<file path="src/rtl/regfile_wr_arbiter_pkg.sv">
// rf_pkg: constants and state encoding shared by the register-file write
// arbiter, its bus interface and its sub-modules.
//   REG_CNT     number of architectural registers
//   REG_ADDR_W  register index width
//   DEF_DATA_W  default register data width
//   LAST_REG    highest register index, last one cleared during INIT
//   state_t     arbiter FSM states (INIT clears the file, RUN arbitrates)
package rf_pkg;
    localparam int REG_CNT    = 16;
    localparam int REG_ADDR_W = 4;
    localparam int DEF_DATA_W = 32;

    localparam logic [REG_ADDR_W-1:0] LAST_REG = REG_ADDR_W'(REG_CNT - 1);

    typedef enum logic {
        INIT = 1'b0,
        RUN  = 1'b1
    } state_t;
endpackage

</file>
<file path="src/rtl/regfile_wr_arbiter_if.sv">
// regfile_wr_arbiter_if: requester and register-file write-port signals of
// the arbiter.
//   req_valid/req_dest/req_data  per-requester write requests (packed slices)
//   req_ready                    per-requester accept, at most one bit set
//   rf_busy                      register-file write port unavailable
//   rf_we/rf_wdest/rf_wdata      register-file write port
//   rf_decOut                    one-hot write enable
//   init_done                    register clearing has completed
// Modports: master = requester/register-file side, slave = arbiter.
interface regfile_wr_arbiter_if #(
    parameter int NUM_REQ = 4,
    parameter int DATA_W  = rf_pkg::DEF_DATA_W
);
    logic [NUM_REQ-1:0]                    req_valid;
    logic [NUM_REQ*rf_pkg::REG_ADDR_W-1:0] req_dest;
    logic [NUM_REQ*DATA_W-1:0]             req_data;
    logic [NUM_REQ-1:0]                    req_ready;
    logic                                  rf_busy;
    logic                                  rf_we;
    logic [rf_pkg::REG_ADDR_W-1:0]         rf_wdest;
    logic [rf_pkg::REG_CNT-1:0]            rf_decOut;
    logic [DATA_W-1:0]                     rf_wdata;
    logic                                  init_done;

    modport master (
        output req_valid, req_dest, req_data, rf_busy,
        input  req_ready, rf_we, rf_wdest, rf_decOut, rf_wdata, init_done
    );

    modport slave (
        input  req_valid, req_dest, req_data, rf_busy,
        output req_ready, rf_we, rf_wdest, rf_decOut, rf_wdata, init_done
    );
endinterface

</file>
<file path="src/rtl/regfile_wr_arbiter_dec.sv">
// decoder4to16: binary register index to one-hot select.
//   sel     4-bit index
//   onehot  bit sel set, all others clear
module decoder4to16 (
    input  logic [3:0]  sel,
    output logic [15:0] onehot
);
    always_comb begin
        onehot = 16'h0001 << sel;
    end
endmodule

</file>
<file path="src/rtl/regfile_wr_arbiter_rr.sv">
// rr_arbiter: combinational round-robin selector.
//   req         request vector
//   last_grant  index of the previous winner; search starts one above it
//   enable      when low no grant is issued
//   grant       one-hot grant (all zero if disabled or nothing requested)
module rr_arbiter #(
    parameter int N  = 4,
    parameter int IW = $clog2(N)
) (
    input  logic [N-1:0]  req,
    input  logic [IW-1:0] last_grant,
    input  logic          enable,
    output logic [N-1:0]  grant
);
    localparam int unsigned NU = N;

    int unsigned idx;
    logic        found;

    always_comb begin
        grant = '0;
        found = 1'b0;
        idx   = 0;
        if (enable) begin
            for (int unsigned off = 1; off <= NU; off++) begin
                idx = (32'(last_grant) + off) % NU;
                if (!found && req[idx[IW-1:0]]) begin
                    grant[idx[IW-1:0]] = 1'b1;
                    found = 1'b1;
                end
            end
        end
    end
endmodule

</file>
<file path="src/rtl/regfile_wr_arbiter.sv">
// regfile_wr_arbiter: clears all 16 registers after reset, then arbitrates
// NUM_REQ write requesters round-robin onto the single register-file write
// port with one cycle of write latency.
//   clk    single clock, rising edge
//   reset  synchronous, active high; discards in-flight writes, restarts INIT
//   bus    regfile_wr_arbiter_if.slave (requests, accepts, write port)
// Optional build macro RF_ZERO_REG_EN: RUN writes to register 0 are accepted
// but suppressed on the write port (INIT still clears register 0).
module regfile_wr_arbiter
    import rf_pkg::*;
#(
    parameter int NUM_REQ = 4,
    parameter int DATA_W  = DEF_DATA_W
) (
    input logic                 clk,
    input logic                 reset,
    regfile_wr_arbiter_if.slave bus
);
    localparam int          IW = $clog2(NUM_REQ);
    localparam int unsigned NR = NUM_REQ;

    state_t                  state, state_nxt;
    logic [REG_ADDR_W-1:0]   init_cnt;
    logic [IW-1:0]           last_grant, grant_idx;
    logic [NUM_REQ-1:0]      grant;
    logic                    arb_en, init_wr, accept, wr_en;
    logic [REG_ADDR_W-1:0]   sel_dest;
    logic [DATA_W-1:0]       sel_data;
    logic                    we_q;
    logic [REG_ADDR_W-1:0]   wdest_q;
    logic [DATA_W-1:0]       wdata_q;
    logic                    we_out;
    logic [REG_ADDR_W-1:0]   wdest_out;
    logic [DATA_W-1:0]       wdata_out;
    logic [REG_CNT-1:0]      dec_out;

    // FSM state register
    always_ff @(posedge clk) begin
        if (reset) state <= INIT;
        else       state <= state_nxt;
    end

    // FSM next state: leave INIT once index 15 has actually been written
    always_comb begin
        state_nxt = state;
        if (state == INIT && init_wr && init_cnt == LAST_REG) state_nxt = RUN;
    end

    // FSM outputs: INIT drives the write port directly from the clear
    // counter, RUN presents the registered accept from the previous cycle.
    // Reset masks the write enable so an in-flight write never lands.
    always_comb begin
        init_wr = (state == INIT) && !bus.rf_busy;
        arb_en  = (state == RUN) && !bus.rf_busy;
        if (state == INIT) begin
            we_out    = init_wr;
            wdest_out = init_cnt;
            wdata_out = '0;
        end else begin
            we_out    = we_q;
            wdest_out = wdest_q;
            wdata_out = wdata_q;
        end
        we_out = we_out && !reset;
    end

    rr_arbiter #(.N(NUM_REQ), .IW(IW)) u_rr (
        .req        (bus.req_valid),
        .last_grant (last_grant),
        .enable     (arb_en),
        .grant      (grant)
    );

    // Grant is one-hot and only asserted on a valid requester, so any set
    // bit is an accept.
    always_comb begin
        grant_idx = '0;
        sel_dest  = '0;
        sel_data  = '0;
        for (int unsigned i = 0; i < NR; i++) begin
            if (grant[i]) begin
                grant_idx = IW'(i);
                sel_dest  = bus.req_dest[i*REG_ADDR_W +: REG_ADDR_W];
                sel_data  = bus.req_data[i*DATA_W +: DATA_W];
            end
        end
        accept = |grant;
`ifdef RF_ZERO_REG_EN
        wr_en = accept && (sel_dest != '0);
`else
        wr_en = accept;
`endif
    end

    // Datapath: clear counter, round-robin pointer, registered write port.
    // The INIT writes also load the hold registers so RUN starts out holding
    // the last cleared index.
    always_ff @(posedge clk) begin
        if (reset) begin
            init_cnt   <= '0;
            last_grant <= IW'(NUM_REQ - 1);
            we_q       <= 1'b0;
            wdest_q    <= '0;
            wdata_q    <= '0;
        end else begin
            we_q <= wr_en;
            if (init_wr) begin
                init_cnt <= init_cnt + 4'd1;
                wdest_q  <= init_cnt;
                wdata_q  <= '0;
            end
            if (accept) begin
                last_grant <= grant_idx;
                wdest_q    <= sel_dest;
                wdata_q    <= sel_data;
            end
        end
    end

    decoder4to16 u_dec (
        .sel    (wdest_out),
        .onehot (dec_out)
    );

    assign bus.req_ready = grant;
    assign bus.rf_we     = we_out;
    assign bus.rf_wdest  = wdest_out;
    assign bus.rf_wdata  = wdata_out;
    assign bus.rf_decOut = we_out ? dec_out : '0;
    assign bus.init_done = (state == RUN);
endmodule

</file>
<file path="src/flat_wrapper.sv">
// flat-port wrapper written by rule: the top's interface ports become plain ports
module regfile_wr_arbiter_flat import rf_pkg::*;
#(
    parameter int NUM_REQ = 4,
    parameter int DATA_W  = DEF_DATA_W
)
  (clk, reset, bus_req_valid, bus_req_dest, bus_req_data, bus_rf_busy, bus_req_ready, bus_rf_we, bus_rf_wdest, bus_rf_decOut, bus_rf_wdata, bus_init_done);
  regfile_wr_arbiter_if #(.NUM_REQ(NUM_REQ), .DATA_W(DATA_W)) bus_i ();
  input logic clk;
  input logic reset;
  input wire logic [$bits(bus_i.req_valid)-1:0] bus_req_valid;
  input wire logic [$bits(bus_i.req_dest)-1:0] bus_req_dest;
  input wire logic [$bits(bus_i.req_data)-1:0] bus_req_data;
  input wire logic [$bits(bus_i.rf_busy)-1:0] bus_rf_busy;
  output wire logic [$bits(bus_i.req_ready)-1:0] bus_req_ready;
  output wire logic [$bits(bus_i.rf_we)-1:0] bus_rf_we;
  output wire logic [$bits(bus_i.rf_wdest)-1:0] bus_rf_wdest;
  output wire logic [$bits(bus_i.rf_decOut)-1:0] bus_rf_decOut;
  output wire logic [$bits(bus_i.rf_wdata)-1:0] bus_rf_wdata;
  output wire logic [$bits(bus_i.init_done)-1:0] bus_init_done;
  assign bus_i.req_valid = bus_req_valid;
  assign bus_i.req_dest = bus_req_dest;
  assign bus_i.req_data = bus_req_data;
  assign bus_i.rf_busy = bus_rf_busy;
  assign bus_req_ready = bus_i.req_ready;
  assign bus_rf_we = bus_i.rf_we;
  assign bus_rf_wdest = bus_i.rf_wdest;
  assign bus_rf_decOut = bus_i.rf_decOut;
  assign bus_rf_wdata = bus_i.rf_wdata;
  assign bus_init_done = bus_i.init_done;
  regfile_wr_arbiter #(.NUM_REQ(NUM_REQ), .DATA_W(DATA_W)) u_core (.clk(clk), .reset(reset), .bus(bus_i));
endmodule
</file>
<file path="config.mk">
export PLATFORM = sky130hd
export DESIGN_NAME = regfile_wr_arbiter_flat
export DESIGN_NICKNAME = d
export VERILOG_FILES = /design/src/rtl/regfile_wr_arbiter_pkg.sv /design/src/rtl/regfile_wr_arbiter_if.sv /design/src/rtl/regfile_wr_arbiter_dec.sv /design/src/rtl/regfile_wr_arbiter_rr.sv /design/src/rtl/regfile_wr_arbiter.sv /design/src/flat_wrapper.sv
export SDC_FILE = /design/constraint.sdc
export NUM_CORES = 1
export LEC_CHECK = 0
export CELL_PAD_IN_SITES_DETAIL_PLACEMENT = 0
export CELL_PAD_IN_SITES_GLOBAL_PLACEMENT = 1
export CORE_UTILIZATION = 26
export CTS_CLUSTER_SIZE = 8
export DETAILED_ROUTE_END_ITERATION = 7
export HOLD_SLACK_MARGIN = 0.12
export PLACE_DENSITY = 0.93
export SYNTH_ARGS = -nofsm -noshare
export SYNTH_HDL_FRONTEND = slang
export SYNTH_HIERARCHICAL = 1
export SYNTH_SLANG_ARGS = --single-unit
</file>
<file path="constraint.sdc">
create_clock -name clk -period 4.1 [get_ports clk]
set_input_delay 1.23 -clock clk [delete_from_list [all_inputs] [get_ports clk]]
set_output_delay 1.23 -clock clk [all_outputs]
set_load 0.005 [all_outputs]
</file>
-- Word level (Yosys, flattened, before mapping)
Index checks and enable logic that the tools add are counted.
- bits in writable memories: 0
- latch bits: 0
- memories kept: 0
- bits in registers: 44
- input bits: 151
- memory bits (read-only): 0
- logic and storage cells: 93
- output and inout port bits: 58
- shifts and indexed selects: 1
- equal/unequal tests: 1
- bitwise gates (word level): 4
- divide/modulo/power cells: 0
- reduce and logical (&&, ||, !) cells: 19
- mux-type cells: 49
- magnitude comparators: 8
- add/subtract/negate cells: 5
- $mul: 0
- operator list (cell ; number):
    32-bit 2-to-1 mux ; 7
    4-bit 2-to-1 mux ; 15
    1-bit 2-to-1 mux ; 16
    16-bit 2-to-1 mux ; 1
    1-bit by 4-bit left shift with 16-bit output, first input constant ; 1
    1-bit logical AND ; 12
    2-bit by 3-bit less-than comparator with 1-bit output, second input constant ; 4
    4-bit OR ; 3
    1-bit binary-select mux with 2-bit select ; 4
    1-bit demux with 2-bit select ; 4
    2-bit by 1-bit greater-or-equal comparator with 1-bit output, second input constant ; 4
    1-bit logical NOT ; 5
    2-bit by 1-bit adder with 2-bit output, second input constant ; 2
    2-bit adder, second input constant ; 2
    4-bit by 1-bit adder with 4-bit output, second input constant ; 1
    4-bit equality test, second input constant ; 1
    2-bit 2-to-1 mux ; 2
    4-bit OR reduction ; 1
    2-bit nonzero test ; 1
    1-bit inverter ; 1

-- Longest topological paths before layout
- depth after elaboration: 22
- mapped depth: 13
- depth with buffers taken out: 9

-- Cells and area by module
The synthesis kept the hierarchy.
- by module, submodules not included (module ; cells an instance ; times used ; sequential area each (um2) ; area an instance (um2)):
    regfile_wr_arbiter ; 321 ; 1 ; 880.8 ; 2781.4
    rr_arbiter ; 34 ; 1 ; 0.0 ; 352.8
    decoder4to16 ; 20 ; 1 ; 0.0 ; 226.5

-- Least setup slack after synthesis
OpenSTA, ideal clock, no wires.
- path type: input to output
- start point: input port bus_req_valid[2]
- end point: output port bus_req_ready[0]
- stages on the path: 4
- buffers on the path: 0
- setup slack: 146 ps
- arrival time: 2724 ps
- path through: mux4_2 -> nor4b_4 -> a22oi_1 -> a31oi_1
- longest elaborated chain between the ends: 16
- elaborated cells on any way between the ends: 31
- those cells by class: 22 x mux; 3 x bitwise; 6 x reduce/logical
- ends and longest elaborated chain (item ; line ; text):
    from (decl) ; flat_wrapper.sv:11 ; input wire logic [$bits(bus_i.req_valid)-1:0] bus_req_valid;
    1-bit binary-select mux with 2-bit select ; regfile_wr_arbiter_rr.sv:27 ; if (!found && req[idx[IW-1:0]]) begin
    1-bit 2-to-1 mux (implied by the code) ; regfile_wr_arbiter_rr.sv:27 ;
    1-bit 2-to-1 mux ; regfile_wr_arbiter_rr.sv:27 ;
    1-bit 2-to-1 mux ; regfile_wr_arbiter_rr.sv:24 ; if (enable) begin
    1-bit logical NOT ; regfile_wr_arbiter_rr.sv:27 ;
    1-bit logical AND ; regfile_wr_arbiter_rr.sv:27 ;
    1-bit 2-to-1 mux ; regfile_wr_arbiter_rr.sv:27 ;
    1-bit 2-to-1 mux ; regfile_wr_arbiter_rr.sv:24 ;
    1-bit logical NOT ; regfile_wr_arbiter_rr.sv:27 ;
    1-bit logical AND ; regfile_wr_arbiter_rr.sv:27 ;
    1-bit 2-to-1 mux ; regfile_wr_arbiter_rr.sv:27 ;
    1-bit 2-to-1 mux ; regfile_wr_arbiter_rr.sv:24 ;
    1-bit logical NOT ; regfile_wr_arbiter_rr.sv:27 ;
    1-bit logical AND ; regfile_wr_arbiter_rr.sv:27 ;
    4-bit 2-to-1 mux * ; regfile_wr_arbiter_rr.sv:27 ;
    4-bit 2-to-1 mux * ; regfile_wr_arbiter_rr.sv:24 ;
    to (decl) ; flat_wrapper.sv:15 ; output wire logic [$bits(bus_i.req_ready)-1:0] bus_req_ready;
Mark *: on every way between the ends. The rest lies on a longest branch, timed or not. The select of a mux whose other input is x is not followed.

-- Final worst setup path
- start point: input port bus_req_valid[1]
- end point: output port bus_req_ready[3]
The elaborated chain is that of the path after synthesis.

==> metrics.txt <==
largest net degree at the start of global routing=44; via count=3969; Tot GR Track Use=between 10% and 20%; syn nets=around 540; final setup fails=2; full die area=13400 µm²; Unique masters post-synth=50; Cell Area, Placed=5640 µm²; TritonCTS Sinks=44; post-route design area=about 6000 µm²; crit path DAT=2.92 ns; height of the die=116 µm; Seq/Total Area, Yosys=26.2%; diode count=0; number of enable flip-flop cells after synthesis=0; chip width=116 µm; Max Fclk=241 MHz; Gate power share=20.6%; # hold bufs at CTS=0; min Tclk post-route=4.15 ns; syn avg cell area=8.96 µm²; R2R setup slack=0.40 ns; number of iterations in the first detailed-routing pass=8; Nets=753; critical path type=in -> out; GRT Residual Overflow=0; Yosys reg bits=44; failing checks=design-rule violations, negative setup slack; Buffers on Ports=approximately 210; mapped cell area=around 3400 µm²; Final ANT Viol Nets=0; Slew HR=64.3%; worst hold-check path type=reg -> reg; Clock Power Share=between 40 and 50%; Fill cells=1188; total chip power=between 1 and 1.5 mW; initial antenna violation count=0; Crit. End Element=primary output; clk_lat worst skew=~0.29 ns; Pint=885 µW; H-tree levels=2; # IOs=about 210; Critical Path RT=2.87 ns; global-route wire length before repair=19500 µm; Most used DFF post-synth=dfxtp_1; PD cells=188 nW/µm²; Pleak=roughly 2.1 nW; setup_tns=-0.0646 ns; DP HPWL=~9500 µm; max_cap viols=0; CTS tree=done; GPL Wtd Cong=0.806; drt total wl=13500 µm; critical path peak fanout=4; multi-input logic area=2120 µm²; Placement Setup Slack=-0.706 ns; DR vias/cell=5.18; P_sw=252 µW; final setup margin=-0.0471 ns; Layout Utilization=47.9%; Sequential Area=881 µm²; skew final=0.00588 ns; FFs w/ async S/R, synth=0%; sw frac=22.2%; status=finished with violations; DRT iter0 DRCs=236; clock slew at reported path FFs=0.07 ns; CORE AREA=12600 µm²; Placement Rows=41; fin crit share=101%; DRC violation count after routing=2; worst r2r src=u_core/last_grant[1]; Ys Warns=6; Initial Util=between 20% and 30%; crit path launch=bus_req_valid[1]; clock buffer depth=2; Synth Instances=about 380; area grow syn2layout=79.7%; DR WL/cell=17.6 µm; Clock Root Buffer=clkbuf_16; number of global-route vias before repair=approximately 3800; RSZ-0062 raised after global routing=yes; Worst Hold Launch=u_core/wdata_q[23]; layout cells sized above 1=~16%; Pins Over Slew Limit=0; Fin. Hold Viols=0; TritonCTS buffer count=5; Max rail drop VDD=0.163 mV; type of origin of the critical path=input pin; sequential power share=38.1%; Worst-Margin Slew=0.535 ns
state kept, by name (all words and copies together) (netlist names):
name,count
u_core/bus.init_done,1
u_core/wdata_q,32
u_core/last_grant,2
u_core/wdest_q,4
u_core/init_cnt,4
u_core/we_q,1
repair_timing:
| action | in CTS | in global routing |
|---|---|---|
| setup buffers | 12 | 9 |
| resized for setup | 33 | 26 |
| pin swaps | 6 | 9 |
| setup endpoints to repair | 27 | 48 |
path summary, 6_finish.rpt:
path | depth (start not counted) | to
hold / removal | 2 | u_core/wdata_q[23]
hold reg to reg | 2 | u_core/wdata_q[23]
setup / recovery | 8 | bus_req_ready[3]
setup reg to reg | 17 | u_core/wdata_q[27]
layout by cell type (no fill, tap or decap), drive strengths merged, types with 8 or more instances in the layout:
cell type,netlist,layout
inv,40,41
buf,30,51
a221oi,34,34
o22ai,33,33
ha,9,9
clkdlybuf4s50,0,196
nand2,8,8
dfxtp,44,44
o32ai,32,32
and2,48,48
cell type report:
| type | instances | share of cell area (%) |
|---|---|---|
| Tap cell | 172 | 3.56 |
| Timing Repair Buffer | 252 | 41.4 |
| Multi-Input combinational cell | 249 | 35.1 |
| Sequential cell | 44 | 14.6 |
| Clock buffer | 5 | 2.07 |
| Clock inverter | 3 | 0.766 |
| Inverter | 41 | 2.55 |
power by group through the flow:
stage / Clock, mW / Sequential, mW / Combinational (mW)
3_5_place_dp: 0 / 0.443 / 0.223
4_1_cts: 0.483 / 0.433 / 0.228
5_1_grt: 0.505 / 0.434 / 0.247
2_1_floorplan: 0 / 0.442 / 0.0557
3_3_place_gp: 0 / 0.443 / 0.220
6_report: 0.470 / 0.434 / 0.234
logic make-up after synthesis:
family / count (synthesis) / synth area share [%]
flip-flops: 44 / 26.2
XOR/XNOR: 2 / 0.521
adder cells (fa/ha/maj): 9 / 3.35
AND/OR/NAND/NOR: 101 / 22.3
buffers and inverters: 82 / 12.7
multiplexers: 9 / 4.39
AO/OA/AOI/OAI: 128 / 30.5
critical path, stage by stage:
cell     delay [ns]
buf_6          0.10
mux4_2         0.52
buf_6          0.15
nor3b_4        0.31
buf_4          0.18
a22oi_2        0.05
a31oi_2        0.23
buf_2          0.15
metrics by stage:
| stage | std cells | hold WS [ns] |
|---|---|---|
| after floorplan | 375 | 0.429 |
| after global placement | 739 | 0.438 |
| after detailed placement | 739 | 0.448 |
| after CTS | 759 | 0.459 |
| after global routing | 766 | 0.479 |
| final | 766 | 0.455 |
cell usage after synthesis (2+ instances only):
master	n	share of area, %
mux2_2	3	1.0
and4bb_2	6	2.2
buf_6	10	3.4
nand3b_1	5	1.1
buf_2	14	2.1
ha_1	9	3.4
o21ai_0	4	0.60
a31oi_1	5	0.93
and4b_1	4	1.2
a22oi_1	7	1.6
o221ai_1	3	0.78
or2_1	2	0.37
nand2b_1	3	0.56
a221oi_1	31	8.1
inv_1	40	4.5
buf_4	6	1.3
a311o_1	2	0.60
nand2_1	8	0.89
mux2i_1	2	0.60
nor2_1	7	0.78
nor4b_2	4	1.8
xnor2_1	2	0.52
nor2b_1	4	0.74
a21oi_1	3	0.45
mux4_2	3	2.0
a221oi_2	3	1.3
o32ai_1	31	8.1
clkbuf_1	10	1.1
and2_1	48	8.9
dfxtp_1	44	26
o22ai_1	33	6.1
per-layer routing:
layer  track usage, %  share of wire, %  vias up  wire, µm
met5                0                 0        -         0
met4             6.15               1.7        0       230
met3             2.56               6.3       22       847
met2             34.0                51      151      6950
met1             22.5                41     1923      5480
li1                 -                 -     1873         -
No activity file was read; power rests on OpenSTA's default activity.
==> RTL change 1, RTL diff (config.mk and constraints unchanged) <==
The option `RF_ZERO_REG_EN` is turned on by a define.
--- a/src/rtl/regfile_wr_arbiter.sv
+++ b/src/rtl/regfile_wr_arbiter.sv
@@ -7,4 +7,6 @@
 // Optional build macro RF_ZERO_REG_EN: RUN writes to register 0 are accepted
 // but suppressed on the write port (INIT still clears register 0).
+`define RF_ZERO_REG_EN
+
 module regfile_wr_arbiter
     import rf_pkg::*;
Check against the original RTL: no difference found for any inputs over 10 cycles, from zero or initial values and one cycle with reset high; that may be too few to reach the edited logic, so the function may still have changed.
==> RTL change 1 against the unedited design <==
Sequential cell count stayed put; design area is 3.0% lower; wire length is 5.6% lower; critical endpoint unchanged; count of clock-buffer cells in the layout is 1 higher; synthesized area is 3.1% lower; total power is 8.0% lower; setup slack better by 0.12 ns.
==> RTL change 1: results (changes against the unedited design) <==
Hold Path Sink=u_core/wdata_q[21]; Synth top cells by count=and2_1 (48), nand2_1 (46), dfxtp_1 (44); placed instance count=741 (+0.27%); sequential fraction of the synthesis area=0.2706 (+0.008461); Post-Place Worst Slack=-0.7006 ns (+0.005575 ns); end of the worst register-to-register path=u_core/wdata_q[20]; synth unique cells=44 (-12%); largest cells by area after synthesis=dfxtp_1 (27%), and2_1 (9.2%), o221ai_1 (8.6%); number of setup buffers added after CTS=10 (-2); non-filler cells, final=760 (-0.78%); DR WL/cell=16.77 um (-4.9%); Synth Area in Adders=0.03459 (+0.001082); Max VDD drop=137.4 uV (-16%); Leak=2.072 nW (-3.6%); Final Wtd Congestion=0.9011 (+12%); Post-Syn Instances=374 (-0.27%); Post-Synth XOR/XNOR Area=0.008071 (+0.002859); Post-CTS Resized=29 (-12%); Rel. slew slack=0.6450 (+0.001530); overall global routing resource usage=0.1897 (+0.003163); hold path startpoint=u_core/wdata_q[21]; Layout Area Growth over Synthesis=79.94%; Fillers=1154 (-2.9%); vias per cell=5.149 (-0.63%); Min Hold Slack=0.4474 ns (-0.007448 ns); largest net degree at the start of global routing=43 (-2.3%); Reg2Reg Depth=18 (+1); DR iter-0 viols=204 (-14%); status=completed; Detail Placement HPWL=9618 um (+1.7%); top cell family by delay on the critical path=multiplexers
-- RTL change 1: power by group --
group          internal [W]  switching [W]  leakage (nW)
registers          0.000430     0.00000320         0.355
clock network      0.000240       0.000156        0.0766
logic              0.000154      0.0000626          1.64
-- RTL change 1: kinds of logic (layout without fill, tap and decap cells) --
| kind of cell | count (synthesis) | in the layout |
|---|---|---|
| AO/OA/AOI/OAI | 124 | 124 |
| XOR/XNOR | 3 | 3 |
| adder cells (fa/ha/maj) | 9 | 9 |
| buffers and inverters | 43 | 261 |
| flip-flops | 44 | 44 |
| multiplexers | 12 | 12 |
| AND/OR/NAND/NOR | 139 | 139 |
-- RTL change 1: worst max-delay path by stage --
stage,from,cells after the start,end,slack (ns)
final,bus_req_valid[1],7,bus_req_ready[3],0.07
after detailed placement,bus_req_valid[2],6,bus_req_ready[2],-0.70
after global routing,bus_req_valid[1],7,bus_req_ready[2],-0.006
after global placement,bus_req_valid[2],6,bus_req_ready[2],-0.67
after CTS,bus_req_valid[1],7,bus_req_ready[3],0.003
after floorplan,bus_req_valid[2],4,bus_req_ready[1],0.08
-- RTL change 1: cell type report --
type | instances | share of cell area
Timing Repair Buffer | 247 | 0.4064
Tap cell | 168 | 0.03588
Clock inverter | 2 | 0.001709
Sequential cell | 44 | 0.1504
Inverter | 6 | 0.003845
Multi-Input combinational cell | 287 | 0.3780
Clock buffer | 6 | 0.02371
-- RTL change 1: routing by layer --
metal / share of wire / track usage / vias up
met5: 0 / 0 / -
met4: 0.025 / 0.07273 / 0
met3: 0.071 / 0.03294 / 22
met2: 0.52 / 0.3715 / 170
met1: 0.38 / 0.1998 / 1857
li1: - / - / 1864
==> RTL change 2, RTL diff (same flow settings) <==
Without the edit above. Reset style: asynchronous (`reset`), changed in 2 clocked blocks.
--- a/src/rtl/regfile_wr_arbiter.sv
+++ b/src/rtl/regfile_wr_arbiter.sv
@@ -36,5 +36,5 @@
 
     // FSM state register
-    always_ff @(posedge clk) begin
+    always_ff @(posedge clk or posedge reset) begin
         if (reset) state <= INIT;
         else       state <= state_nxt;
@@ -96,5 +96,5 @@
     // The INIT writes also load the hold registers so RUN starts out holding
     // the last cleared index.
-    always_ff @(posedge clk) begin
+    always_ff @(posedge clk or posedge reset) begin
         if (reset) begin
             init_cnt   <= '0;
Formal check against the unedited RTL: differs if reset is asserted again (counterexample within 4 cycles, from zero or initial values and one cycle with reset high); with reset held inactive, the same outputs for 10 cycles.
==> RTL change 2 against the unedited design <==
The run ends with negative setup slack left; synthesized area increased by 8.9%; design area increased by 6.1%; setup slack improved by 0.032 ns; utilization decreased by 0.42 points; largest cell class unchanged; wire length increased by 0.83%; register-to-register slack got worse by 0.28 ns; non-clock buffer count increased by 8; final cell count decreased by 3.1%; die area increased by 8.8%; sequential cell count unchanged.
Power is left out: it rests on default switching activity, and per cell area and clock period it moved more than threefold.
==> RTL change 2: results (changes against the unedited design) <==
Clock Skew=0.003400 ns (-0.002476 ns); Synth Area in Adders=0.03076 (-0.002748); Final WS setup=-0.01522 ns (+0.03186 ns); routed vias=3922 (-1.2%); R2R Path Start=u_core/last_grant[0]; count of final setup violators=1 (-1); DR iter-0 viols=112 (-53%); share of layout cells above drive strength 1=0.2438 (+0.07883); Synth Net Count=493 (-7.9%); largest net degree at the start of global routing=45 (+2.3%); Synth Flop Type=dfrtp_1; CP max stage cell=mux4_2; first drt pass iteration count=4 (-4); Post-Synth XOR/XNOR Area=0.007177 (+0.001965); sequential fraction of the synthesis area=0.3014 (+0.03934); Post-Syn Instances=333 (-11%); first-pass GRT wire length=20700 um (+6.0%); Async SR Flop Fraction=1.000 (+1.000); hold path startpoint=u_core/wdata_q[29]; post-place instance area=0.006038 sq mm (+7.1%); Post-CTS Resized=37 (+12%); Detail Placement HPWL=9484 um (+0.26%); GRT met2 Usage=0.3297 (-0.01038); Post-Place Worst Slack=-0.7329 ns (-0.02671 ns); failing checks=negative setup slack; CTS Buffer Depth=2 (unchanged); CP arrival=2.89 ns (-0.03 ns); global routing usage on met3=0.04057 (+0.01494); status=finished, violations left; Met2 Wirelength=6878 um (-0.96%); post-synthesis compound-gate area fraction=0.3465 (+0.04126); largest cells by area after synthesis=dfrtp_1 (29%), a221oi_2 (13%), and2_1 (8.2%); mux share of post-synthesis cell area=0.04375 (-0.0001858); Synth top cells by count=and2_1 (48), dfrtp_1 (42), o2bb2ai_1 (34); Fin Setup TNS=-0.01522 ns (+0.04934 ns); Antenna diodes=0 (unchanged); met1 Use GR=0.2063 (-0.01836); Routed WL=13620 um (+0.83%); Met3 Routed Length=1004 um (+19%); synth unique cells=51 (+2.0%); placed instance count=712 (-3.7%); Rel. slew slack=0.3627 (-0.2808); number of setup buffers added after CTS=10 (-2); Final #Nets=725 (-3.7%)
RTL change 2: worst register-to-register path, delay by kind of cell, from the launching register on:
kind            cells  cell delay [ns]
fa+ha+maj           1             0.34
flops               1             0.53
buf+inv            10             1.35
mux                 1             0.55
compound gates      4             0.65
simple gates        2             0.45
RTL change 2: final timing paths:
path	cells past startpoint	slack [ns]	endpoint
worst max register to register	18	0.12	u_core/wdata_q[11]
worst min register to register	1	0.49	u_core/wdata_q[29]
worst max-delay path	8	-0.02	bus_req_ready[2]
max in group asynchronous	2	1.96	u_core/wdata_q[0]
min in group asynchronous	2	1.56	u_core/we_q
worst min-delay path	1	0.49	u_core/wdata_q[29]
RTL change 2: final cells by class:
class	count	area [sq um]
Inverter	10	41.29
Tap cell	176	220.2
Sequential cell	44	1104
Clock buffer	8	136.4
Fill cell	1241	7097
Multi-Input combinational cell	244	2340
Timing Repair Buffer	260	2567
